===== src/rtl/atm_pkg.sv =====
`timescale 1ns/1ps
// Shared constants for the ATM keypad front end: field widths, key codes, menu codes, FSM states.
package atm_pkg;

  localparam int ACC_W    = 12;
  localparam int PIN_W    = 4;
  localparam int AMT_W    = 11;
  localparam int MENU_W   = 3;
  localparam int ACC_DIG  = 4;
  localparam int PIN_DIG  = 2;
  localparam int MENU_DIG = 1;
  localparam int CALC_W   = ACC_W + 4;

  localparam logic [3:0] KEY_ENTER  = 4'hA;
  localparam logic [3:0] KEY_CLEAR  = 4'hB;
  localparam logic [3:0] KEY_CANCEL = 4'hC;
  localparam logic [3:0] KEY_LANG   = 4'hD;

  localparam logic [MENU_W-1:0] BALANCE               = 3'd3;
  localparam logic [MENU_W-1:0] WITHDRAW              = 3'd4;
  localparam logic [MENU_W-1:0] WITHDRAW_SHOW_BALANCE = 3'd5;
  localparam logic [MENU_W-1:0] TRANSACTION           = 3'd6;
  localparam logic [MENU_W-1:0] DEPOSIT               = 3'd7;

  localparam logic LANG_ENGLISH = 1'b0;
  localparam logic LANG_ARABIC  = 1'b1;

  typedef enum logic [2:0] {
    S_ACC   = 3'd0,
    S_PIN   = 3'd1,
    S_MENU  = 3'd2,
    S_DEST  = 3'd3,
    S_AMT   = 3'd4,
    S_ISSUE = 3'd5
  } state_t;

  function automatic logic is_digit(input logic [3:0] k);
    return k <= 4'd9;
  endfunction

endpackage


===== src/rtl/atm_digit_accum.sv =====
`timescale 1ns/1ps
// Decimal field accumulator: value*10+digit with range and digit-count limits.
// Value and count update the cycle after an accepted digit; reject is combinational.
module atm_digit_accum
  import atm_pkg::*;
#(
  parameter int W      = ACC_W,
  parameter int MAX    = (1 << ACC_W) - 1,
  parameter int MAXDIG = ACC_DIG
) (
  input  logic         clk,
  input  logic         rst,
  input  logic         dig_vld_i,
  input  logic [3:0]   dig_i,
  input  logic         clr_i,
  output logic [W-1:0] value_o,
  output logic [2:0]   ndig_o,
  output logic         reject_o
);

  localparam logic [CALC_W-1:0] MAX_L    = CALC_W'(MAX);
  localparam logic [2:0]        MAXDIG_L = 3'(MAXDIG);

  logic [W-1:0]      value_q, value_d;
  logic [2:0]        ndig_q, ndig_d;
  logic [CALC_W-1:0] next_val;
  logic              fits;
  logic              accept;

  always_comb begin
    next_val = CALC_W'(value_q) * CALC_W'(10) + CALC_W'(dig_i);
    fits     = (next_val <= MAX_L) && (ndig_q < MAXDIG_L);
    accept   = dig_vld_i && fits;
    reject_o = dig_vld_i && !fits;
    value_d  = value_q;
    ndig_d   = ndig_q;
    if (clr_i) begin
      value_d = '0;
      ndig_d  = '0;
    end else if (accept) begin
      value_d = next_val[W-1:0];
      ndig_d  = ndig_q + 3'd1;
    end
  end

  always_ff @(posedge clk) begin
    if (rst) begin
      value_q <= '0;
      ndig_q  <= '0;
    end else begin
      value_q <= value_d;
      ndig_q  <= ndig_d;
    end
  end

  assign value_o = value_q;
  assign ndig_o  = ndig_q;

endmodule


===== src/rtl/atm_keypad_frontend.sv =====
`timescale 1ns/1ps
// Keypad-to-request front end: FSM over account/PIN/menu/dest/amount fields, valid/ready issue.
// Key effects appear one cycle later; req_valid and all fields hold until req_ready accepts.
module atm_keypad_frontend
  import atm_pkg::*;
(
  input  logic              clk,
  input  logic              rst,
  input  logic              key_valid,
  input  logic [3:0]        key_code,
  output logic [ACC_W-1:0]  acc_number,
  output logic [PIN_W-1:0]  pin,
  output logic [MENU_W-1:0] menu_option,
  output logic [AMT_W-1:0]  amount,
  output logic [ACC_W-1:0]  dest_acc,
  output logic              lang,
  output logic              req_valid,
  input  logic              req_ready,
  output logic              exit_o,
  output logic              entry_err
);

  state_t state_q, state_d;
  logic   lang_q, lang_d;
  logic   err_q, err_d;
  logic   exit_q, exit_d;
  logic   req_valid_q;

  logic is_dig, is_enter, is_clear, is_cancel, is_lang, hs;
  logic acc_dig, pin_dig, menu_dig, amt_dig, dest_dig;
  logic acc_clr, pin_clr, menu_clr, amt_clr, dest_clr;
  logic acc_rej, pin_rej, menu_rej, amt_rej, dest_rej;
  logic [2:0] acc_nd, pin_nd, menu_nd, amt_nd, dest_nd, cur_nd;
  logic cur_rej, menu_ok, enter_ok, enter_bad;

  assign is_dig    = key_valid && is_digit(key_code);
  assign is_enter  = key_valid && (key_code == KEY_ENTER);
  assign is_clear  = key_valid && (key_code == KEY_CLEAR);
  assign is_cancel = key_valid && (key_code == KEY_CANCEL);
  assign is_lang   = key_valid && (key_code == KEY_LANG);
  assign hs        = req_valid_q && req_ready;

  always_comb begin
    cur_nd  = '0;
    cur_rej = 1'b0;
    case (state_q)
      S_ACC:   begin cur_nd = acc_nd;  cur_rej = acc_rej;  end
      S_PIN:   begin cur_nd = pin_nd;  cur_rej = pin_rej;  end
      S_MENU:  begin cur_nd = menu_nd; cur_rej = menu_rej; end
      S_DEST:  begin cur_nd = dest_nd; cur_rej = dest_rej; end
      S_AMT:   begin cur_nd = amt_nd;  cur_rej = amt_rej;  end
      default: ;
    endcase
  end

  assign menu_ok   = (menu_option >= BALANCE);
  assign enter_ok  = is_enter && (cur_nd != 3'd0) && (state_q != S_MENU || menu_ok);
  assign enter_bad = is_enter && (state_q != S_ISSUE) && !enter_ok;
  assign err_d     = cur_rej || enter_bad;

  always_ff @(posedge clk) begin
    if (rst) begin
      state_q     <= S_ACC;
      lang_q      <= LANG_ENGLISH;
      err_q       <= 1'b0;
      exit_q      <= 1'b0;
      req_valid_q <= 1'b0;
    end else begin
      state_q     <= state_d;
      lang_q      <= lang_d;
      err_q       <= err_d;
      exit_q      <= exit_d;
      req_valid_q <= (state_d == S_ISSUE);
    end
  end

  // Cancel outranks everything, including a handshake landing in the same cycle.
  always_comb begin
    state_d = state_q;
    if (is_cancel) begin
      state_d = S_ACC;
    end else begin
      case (state_q)
        S_ACC:   if (enter_ok) state_d = S_PIN;
        S_PIN:   if (enter_ok) state_d = S_MENU;
        S_MENU: begin
          if (enter_ok) begin
            case (menu_option)
              BALANCE:     state_d = S_ISSUE;
              TRANSACTION: state_d = S_DEST;
              WITHDRAW, WITHDRAW_SHOW_BALANCE, DEPOSIT: state_d = S_AMT;
              default:     state_d = S_MENU;
            endcase
          end
        end
        S_DEST:  if (enter_ok) state_d = S_AMT;
        S_AMT:   if (enter_ok) state_d = S_ISSUE;
        S_ISSUE: if (hs) state_d = S_MENU;
        default: state_d = S_ACC;
      endcase
    end
  end

  always_comb begin
    acc_dig  = is_dig && (state_q == S_ACC);
    pin_dig  = is_dig && (state_q == S_PIN);
    menu_dig = is_dig && (state_q == S_MENU);
    dest_dig = is_dig && (state_q == S_DEST);
    amt_dig  = is_dig && (state_q == S_AMT);
    acc_clr  = is_cancel || (is_clear && state_q == S_ACC);
    pin_clr  = is_cancel || (is_clear && state_q == S_PIN);
    menu_clr = is_cancel || hs || (is_clear && state_q == S_MENU)
               || (enter_bad && state_q == S_MENU);
    dest_clr = is_cancel || hs || (is_clear && state_q == S_DEST);
    amt_clr  = is_cancel || hs || (is_clear && state_q == S_AMT);
    exit_d   = is_cancel;
    lang_d   = lang_q;
    if (is_lang && state_q != S_ISSUE)
      lang_d = (lang_q == LANG_ARABIC) ? LANG_ENGLISH : LANG_ARABIC;
  end

  atm_digit_accum #(.W(ACC_W), .MAX((1 << ACC_W) - 1), .MAXDIG(ACC_DIG)) u_acc (
    .clk(clk), .rst(rst), .dig_vld_i(acc_dig), .dig_i(key_code), .clr_i(acc_clr),
    .value_o(acc_number), .ndig_o(acc_nd), .reject_o(acc_rej)
  );

  atm_digit_accum #(.W(PIN_W), .MAX((1 << PIN_W) - 1), .MAXDIG(PIN_DIG)) u_pin (
    .clk(clk), .rst(rst), .dig_vld_i(pin_dig), .dig_i(key_code), .clr_i(pin_clr),
    .value_o(pin), .ndig_o(pin_nd), .reject_o(pin_rej)
  );

  atm_digit_accum #(.W(MENU_W), .MAX((1 << MENU_W) - 1), .MAXDIG(MENU_DIG)) u_menu (
    .clk(clk), .rst(rst), .dig_vld_i(menu_dig), .dig_i(key_code), .clr_i(menu_clr),
    .value_o(menu_option), .ndig_o(menu_nd), .reject_o(menu_rej)
  );

  atm_digit_accum #(.W(AMT_W), .MAX((1 << AMT_W) - 1), .MAXDIG(ACC_DIG)) u_amt (
    .clk(clk), .rst(rst), .dig_vld_i(amt_dig), .dig_i(key_code), .clr_i(amt_clr),
    .value_o(amount), .ndig_o(amt_nd), .reject_o(amt_rej)
  );

  atm_digit_accum #(.W(ACC_W), .MAX((1 << ACC_W) - 1), .MAXDIG(ACC_DIG)) u_dest (
    .clk(clk), .rst(rst), .dig_vld_i(dest_dig), .dig_i(key_code), .clr_i(dest_clr),
    .value_o(dest_acc), .ndig_o(dest_nd), .reject_o(dest_rej)
  );

  assign lang      = lang_q;
  assign req_valid = req_valid_q;
  assign exit_o    = exit_q;
  assign entry_err = err_q;

endmodule


===== config.mk =====
export PLATFORM = sky130hd
export DESIGN_NAME = atm_keypad_frontend
export DESIGN_NICKNAME = d
export VERILOG_FILES = /design/src/rtl/atm_pkg.sv /design/src/rtl/atm_digit_accum.sv /design/src/rtl/atm_keypad_frontend.sv
export SDC_FILE = /design/constraint.sdc
export NUM_CORES = 1
export LEC_CHECK = 0
export ABC_CLOCK_PERIOD_IN_PS = 4900
export CAP_MARGIN = 10
export CORE_MARGIN = 4
export CORE_UTILIZATION = 55
export CTS_CLUSTER_SIZE = 10
export DETAILED_ROUTE_END_ITERATION = 7
export PLACE_DENSITY = 0.77
export REMOVE_ABC_BUFFERS = 1
export SYNTH_ARGS = -nofsm -noshare
export SYNTH_HDL_FRONTEND = slang
export SYNTH_HIERARCHICAL = 1
export SYNTH_SLANG_ARGS = --single-unit
export TNS_END_PERCENT = 5

===== constraint.sdc =====
create_clock -name clk -period 4.9 [get_ports clk]
set_input_delay 0.98 -clock clk [delete_from_list [all_inputs] [get_ports clk]]
set_output_delay 0.98 -clock clk [all_outputs]
set_load 0.005 [all_outputs]

Yosys cells after proc, flatten, opt, wreduce, memory -nomap -nowiden
Index checks and enable logic that the tools add are counted.

Bits in registers: 64. Input port bits: 8. Output and inout bits: 46. Logic and storage cells: 131.

$add $sub $neg: 10. Multiply operators: 5. $lt $le $gt $ge: 12. Equal/unequal tests: 17. Muxes and demuxes: 12. Reduce and logical (&&, ||, !) cells: 60.

Operators by type and width (number): 1-bit logical AND (37); 16-bit by 4-bit adder with 16-bit output (2); 16-bit by 12-bit less-or-equal comparator with 1-bit output, second input constant (2); 12-bit by 3-bit multiplier with 15-bit output, second input constant (2); 3-bit equality test, second input constant (7); 3-bit two-way mux (7); 3-bit case mux with 6 select lines (1); 15-bit by 4-bit adder with 16-bit output (1); 4-bit equality test, second input constant (4); 16-bit by 11-bit less-or-equal comparator with 1-bit output, second input constant (1); 16-bit by 3-bit less-or-equal comparator with 1-bit output, second input constant (1); 16-bit by 4-bit less-or-equal comparator with 1-bit output, second input constant (1); 3-bit by 1-bit adder with 3-bit output, second input constant (5); 3-bit case mux with 5 select lines (1); 11-bit by 3-bit multiplier with 14-bit output, second input constant (1); 2-bit OR reduction (5); 8-bit by 4-bit adder with 9-bit output (1); 3-bit by 2-bit equality test with 1-bit output, second input constant (3); 1-bit logical OR (9); 3-bit < comparator, second input constant (3); 3-bit case mux with 3 select lines (1); 7-bit by 4-bit adder with 8-bit output (1); 4-bit by 3-bit multiplier with 7-bit output, second input constant (1); 1-bit zero test (6); 13 further kinds (13).

Depth between registers and ports, before layout
Depth in word-level cells: 10. Mapped depth: 16. Mapped depth without buffers: 16.

Cells and area by module
Netlist, hierarchy kept.

Modules (own cells, without submodules): atm_digit_accum (u_acc ...) (instances 2, cells each 178, area each 1599.0 um^2, seq. area each 300.3 um^2); atm_digit_accum (u_amt) (instances 1, cells each 148, area each 1332.5 um^2, seq. area each 280.3 um^2); atm_keypad_frontend (instances 1, cells each 95, area each 713.2 um^2, seq. area each 140.1 um^2); atm_digit_accum (u_pin) (instances 1, cells each 55, area each 519.2 um^2, seq. area each 140.1 um^2); atm_digit_accum (u_menu) (instances 1, cells each 39, area each 409.1 um^2, seq. area each 120.1 um^2).

Worst setup path after synthesis
No wires, ideal clock.

Path kind: register to register. Start point: reg u_dest.value_q[1], in the netlist u_dest/value_o[1]. End point: reg err_q, in the netlist entry_err. Library setup time: 0.117 ns. Arrival: 3.407 ns. Data required time: 4.783 ns. Path slack: 1.376 ns. Stages on the path, launching flop included: 17. Cells stage by stage: dfxtp_1 > ha_1 > ha_1 > fa_1 > o211a_1 > o21ai_0 > nor4b_2 > nand3_1 > nor4_4 > nand4_1 > a211oi_1 > nor2b_1 > mux2i_1 > nor2_1 > a31oi_1 > o22ai_1 > a32o_1.

Cells in the longest elaborated chain, start to end: 8.

Ends and longest elaborated chain: start: declaration (RTL line atm_digit_accum.sv:24) `logic [W-1:0] value_q, value_d;`; start signal: assignment (RTL line atm_digit_accum.sv:51) `value_q <= value_d;`; 12-bit by 3-bit multiplier with 15-bit output (RTL line atm_digit_accum.sv:31) `next_val = CALC_W'(value_q) * CALC_W'(10) + CALC_W'(dig_i);`; 16-bit by 4-bit adder with 16-bit output (RTL line atm_digit_accum.sv:31); 16-bit by 12-bit less-or-equal comparator with 1-bit output (RTL line atm_digit_accum.sv:32) `fits = (next_val <= MAX_L) && (ndig_q < MAXDIG_L);`; 1-bit logical AND (RTL line atm_digit_accum.sv:32); 1-bit zero test (RTL line atm_digit_accum.sv:34) `reject_o = dig_vld_i && !fits;`; 1-bit logical AND (RTL line atm_digit_accum.sv:34); via dest_rej (RTL line atm_keypad_frontend.sv:32) `logic acc_rej, pin_rej, menu_rej, amt_rej, dest_rej;`; 1-bit case mux with 5 select lines (RTL line atm_keypad_frontend.sv:46) `case (state_q)`; 1-bit logical OR (RTL line atm_keypad_frontend.sv:59) `assign err_d = cur_rej || enter_bad;`; end signal: assignment (RTL line atm_keypad_frontend.sv:71) `err_q <= err_d;`; end: declaration (RTL line atm_keypad_frontend.sv:25) `logic err_q, err_d;`.

The timed path passes the listed nets, and every way through them passes these cells. A chain may end at the register's enable or synchronous reset.

Worst setup path after layout
Start point: in key_code[2]. End point: reg err_q, in the netlist entry_err.

Cells in the longest elaborated chain, start to end: 7.

Ends and longest elaborated chain: start: declaration (RTL line atm_keypad_frontend.sv:10) `input logic [3:0] key_code,`; 16-bit by 4-bit adder with 16-bit output (RTL line atm_digit_accum.sv:31); 16-bit by 12-bit less-or-equal comparator with 1-bit output (RTL line atm_digit_accum.sv:32); 1-bit logical AND (RTL line atm_digit_accum.sv:32); 1-bit zero test (RTL line atm_digit_accum.sv:34); 1-bit logical AND * (RTL line atm_digit_accum.sv:34); via dest_rej (RTL line atm_keypad_frontend.sv:32); 1-bit case mux with 5 select lines * (RTL line atm_keypad_frontend.sv:46); 1-bit logical OR * (RTL line atm_keypad_frontend.sv:59).

Mark *: on every way through the listed nets, which the timed path passes. The rest lies on a longest branch.

==> run_results.csv <==
group,metric,value,unit
status,status,"complete, no violations",
synthesis,syn_inst,693,
hold_path,hp-class,"flop to flop",
synthesis,synth_area_leader_cell,"dfxtp_1",
synthesis,ys.flop_type,"dfxtp_1",
power_and_ir_drop,p_leak,0.00336,uW
worst_setup_path,crit_path_end_kind,"flop",
floorplan,num_rows,38,
worst_setup_path,cp_max_fo,7,
global_route,busiest_layer,"met2",
worst_setup_path,worstPathRequired,5.15,ns
clocking,cts_root_buffer,"clkbuf_8",
floorplan,dieArea,0.0130,mm2
layout,nets,842,
synthesis,synth_seq_cells,64,
timing,fmax,0.242,GHz
timing,period_share,84.4,%
power_and_ir_drop,p_per_area,192,mW/mm2
detailed_routing,vias_per_cell,6.04,
global_route,grt_pass1_wl,24600,um
clocking,post_cts_buffers,0,
detailed_routing,drtPass1Iterations,5,
layout,final_cells,885,
power_and_ir_drop,power_frac_comb,14.1,%
synthesis,yosysWarningCount,6,
timing,timing.clock.skew,0.00649,ns
worst_setup_path,critical_path.top_delay_family,"simple AND/OR/NAND/NOR gates",
floorplan,die_width,114,um
timing,worst_slew_pin_slew,0.790,ns
global_route,antenna_found_initial,0,
layout,layout-drive-gt1-share,9.26,%
global_route,grt_start_max_net_pins,30,
global_route,grtUsageMet3,3.29,%
power_and_ir_drop,p_clk_share,46.0,%
clocking,cts_resized,0,
timing,period_needed,4.13,ns
global_route,met1_usage,30.5,%
floorplan,die_height,114,um
layout,n_fill_cell,896,
layout,syn2layout_area_growth,14.0,%
worst_setup_path,worstPathArrival,4.38,ns
detailed_routing,via_count,5344,
layout,diodes,0,
timing,slew_viol_final,0,
floorplan,initial_core_util,56.7,%
synthesis,netlist_area,0.00617,mm2
clocking,clk_latency,0.36,ns
synthesis,synth-async-reset-ratio,0,%
synthesis,yosysSeqAreaShare,20.8,%
timing,relSlewSlack,47.3,%
clocking,path_clk_slew,0.08,ns
flow_run,maxCapViolations,0,
detailed_routing,first_iter_violations,229,
worst_setup_path,slowest_delay,0.67,ns
placed_design,place.gp.congestion,0.943,
detailed_routing,postRouteAntennaNets,0,
timing,setup_ws,0.767,ns
detailed_routing,route.detailed.drc,0,
clocking,htreeDepth,3,
global_route,grt_pass1_vias,5278,
worst_setup_path,worstSetupStartpointType,"input pin",
global_route,grt_overflow,0,
global_route,grt_use_met2,38.3,%
worst_setup_path,cp_slowest_cell,"clkdlybuf4s50_1",
detailed_routing,wl_per_cell,16.1,um
detailed_routing,routed_wl,14300,um
power_and_ir_drop,p_sw_share,26.1,%
clocking,cts_hold_buffers,0,
worst_setup_path,crit_type,"input pin to flop",
clocking,cts_buffers,9,
layout,post-route-util,64.6,%
floorplan,ioPinCount,54,
synthesis,netlist_top_cells_area,"dfxtp_1, ha_1, mux2i_1",
power_and_ir_drop,vdd_drop_max,159,uV
placed_design,dp.cells,869,
worst_setup_path,path_buf_inv,1,
clocking,clkSinkCount,64,
clocking,cts_tree,"yes",
placed_design,pre_cts_ws,0.391,ns
timing,rsz0062_at_grt,"false",
placed_design,hpwl,10900,um
placed_design,port_buffers,53,
synthesis,synth.top_cell.area_share,20.8,%
power_and_ir_drop,p_sw,354,uW
placed_design,place_area,0.00677,mm2
clocking,cts_buffer_depth,2,
worst_setup_path,crit_chain,"clkdlybuf4s50_1, ha_1, a21o_1, o21ai_0, nor4b_2, nand3_1, nor4_4, nand4_1, a211oi_1, nor2b_1, mux2i_1, nor2_1, a31oi_1, o22ai_1, a32o_1",
synthesis,avgSynthCellArea,8.91,um2
timing,hold_viol,0,
layout,stdcell_area,0.00703,mm2
synthesis,synth_edf_count,0,
synthesis,yosys.cell_types.count,83,
power_and_ir_drop,p_seq_share,39.9,%
timing,setup_viol,0,
floorplan,floorplan.core_area,0.0109,mm2
power_and_ir_drop,internal_power,1000,uW
global_route,grtUsageTotal,23.0,%
timing,timing.setup.tns,0,ns
cell usage in the layout, fill, tap and decap left out, types with 3 or more instances in the layout:
| cell type | n |
|---|---|
| nand2_1 | 116 |
| ha_1 | 85 |
| dfxtp_1 | 64 |
| clkdlybuf4s50_1 | 53 |
| mux2i_1 | 50 |
| nor2_1 | 41 |
| o21ai_0 | 27 |
| xor2_1 | 23 |
| nor3_1 | 21 |
| xnor2_1 | 19 |
| a21oi_1 | 17 |
| a21o_1 | 16 |
| a211oi_1 | 13 |
| o21ai_1 | 13 |
| nand3_1 | 10 |
| or3_1 | 9 |
| inv_1 | 9 |
| clkbuf_8 | 9 |
| fa_1 | 9 |
| buf_4 | 6 |
| a211o_1 | 6 |
| nand3b_1 | 5 |
| nor2b_1 | 5 |
| and3_1 | 5 |
| nor4_4 | 5 |
| o211ai_1 | 5 |
| o22ai_1 | 4 |
| a31oi_1 | 4 |
| bufinv_16 | 4 |
| a221oi_1 | 4 |
| nand4_1 | 4 |
| nand2b_1 | 3 |
| o31ai_1 | 3 |
| nor4_2 | 3 |
| or2_1 | 3 |
| a211oi_2 | 3 |
| a31o_2 | 3 |
flip-flops by register name, summed over array words and instances, names as in the netlist, 3 cells and up:
signal,count
state_q,3
u_acc/ndig_o,3
u_acc/value_o,12
u_amt/ndig_o,3
u_amt/value_o,11
u_dest/ndig_o,3
u_dest/value_o,12
u_menu/ndig_o,3
u_menu/value_o,3
u_pin/ndig_o,3
u_pin/value_o,4
tightest hold or removal path, stage by stage (launching register included):
cell and delay, ns:
dfxtp_1 0.33, nand2_1 0.06, o21ai_1 0.05
layout make-up:
| cell class | count | area (um2) | share of cell area (%) |
|---|---|---|---|
| Clock inverter | 7 | 144 | 2.05 |
| Tap cell | 140 | 175 | 2.49 |
| Clock buffer | 9 | 124 | 1.76 |
| Inverter | 9 | 33.8 | 0.480 |
| Timing Repair Buffer | 59 | 576 | 8.18 |
| Sequential cell | 64 | 1280 | 18.2 |
| Multi-Input combinational cell | 597 | 4700 | 66.8 |
power by group through the flow:
stage / clock network [uW] / logic (uW) / registers, uW
after floorplan: 0 / 126 / 550
after global placement: 0 / 185 / 552
after detailed placement: 0 / 189 / 552
after CTS: 634 / 191 / 540
after global routing: 656 / 211 / 542
final: 622 / 191 / 540
cells in the mapped netlist, drive strengths merged (16+ instances only):
cell	n
nand2	117
ha	85
dfxtp	64
mux2i	50
nor2	41
o21ai	41
nor3	24
xor2	24
xnor2	19
a211oi	17
a21oi	17
a21o	16
path summary, 6_finish.rpt:
kind	start	cells past startpoint	to	slack [ns]
setup / recovery	key_code[2]	15	entry_err	0.77
hold / removal	u_amt/ndig_o[2]	2	u_amt/ndig_o[2]	0.47
setup reg to reg	u_dest/value_o[1]	16	entry_err	0.96
hold reg to reg	u_amt/ndig_o[2]	2	u_amt/ndig_o[2]	0.47
through the flow:
stage | power, uW | hold WS (ns)
5_1_grt | 1410 | 0.502
2_1_floorplan | 677 | 0.433
3_5_place_dp | 741 | 0.469
4_1_cts | 1370 | 0.481
3_3_place_gp | 737 | 0.458
6_report | 1350 | 0.475
cells by family (layout without fill, tap and decap cells):
group	after synthesis	count (layout)	share of synthesized area, %
multiplexers	50	50	8.11
XOR/XNOR	43	43	6.22
AND/OR/NAND/NOR	261	261	23.2
AO/OA/AOI/OAI	149	149	18.5
adder cells (fa/ha/maj)	94	94	20.1
flip-flops	64	64	20.8
buffers and inverters	32	84	3.08
metal layers:
metal	vias up	part of all wire (%)
met2	118	48
met4	0	2.0
met5	-	0
li1	2649	-
met3	22	4.1
met1	2555	46
Power figures use the tool's default switching activity.
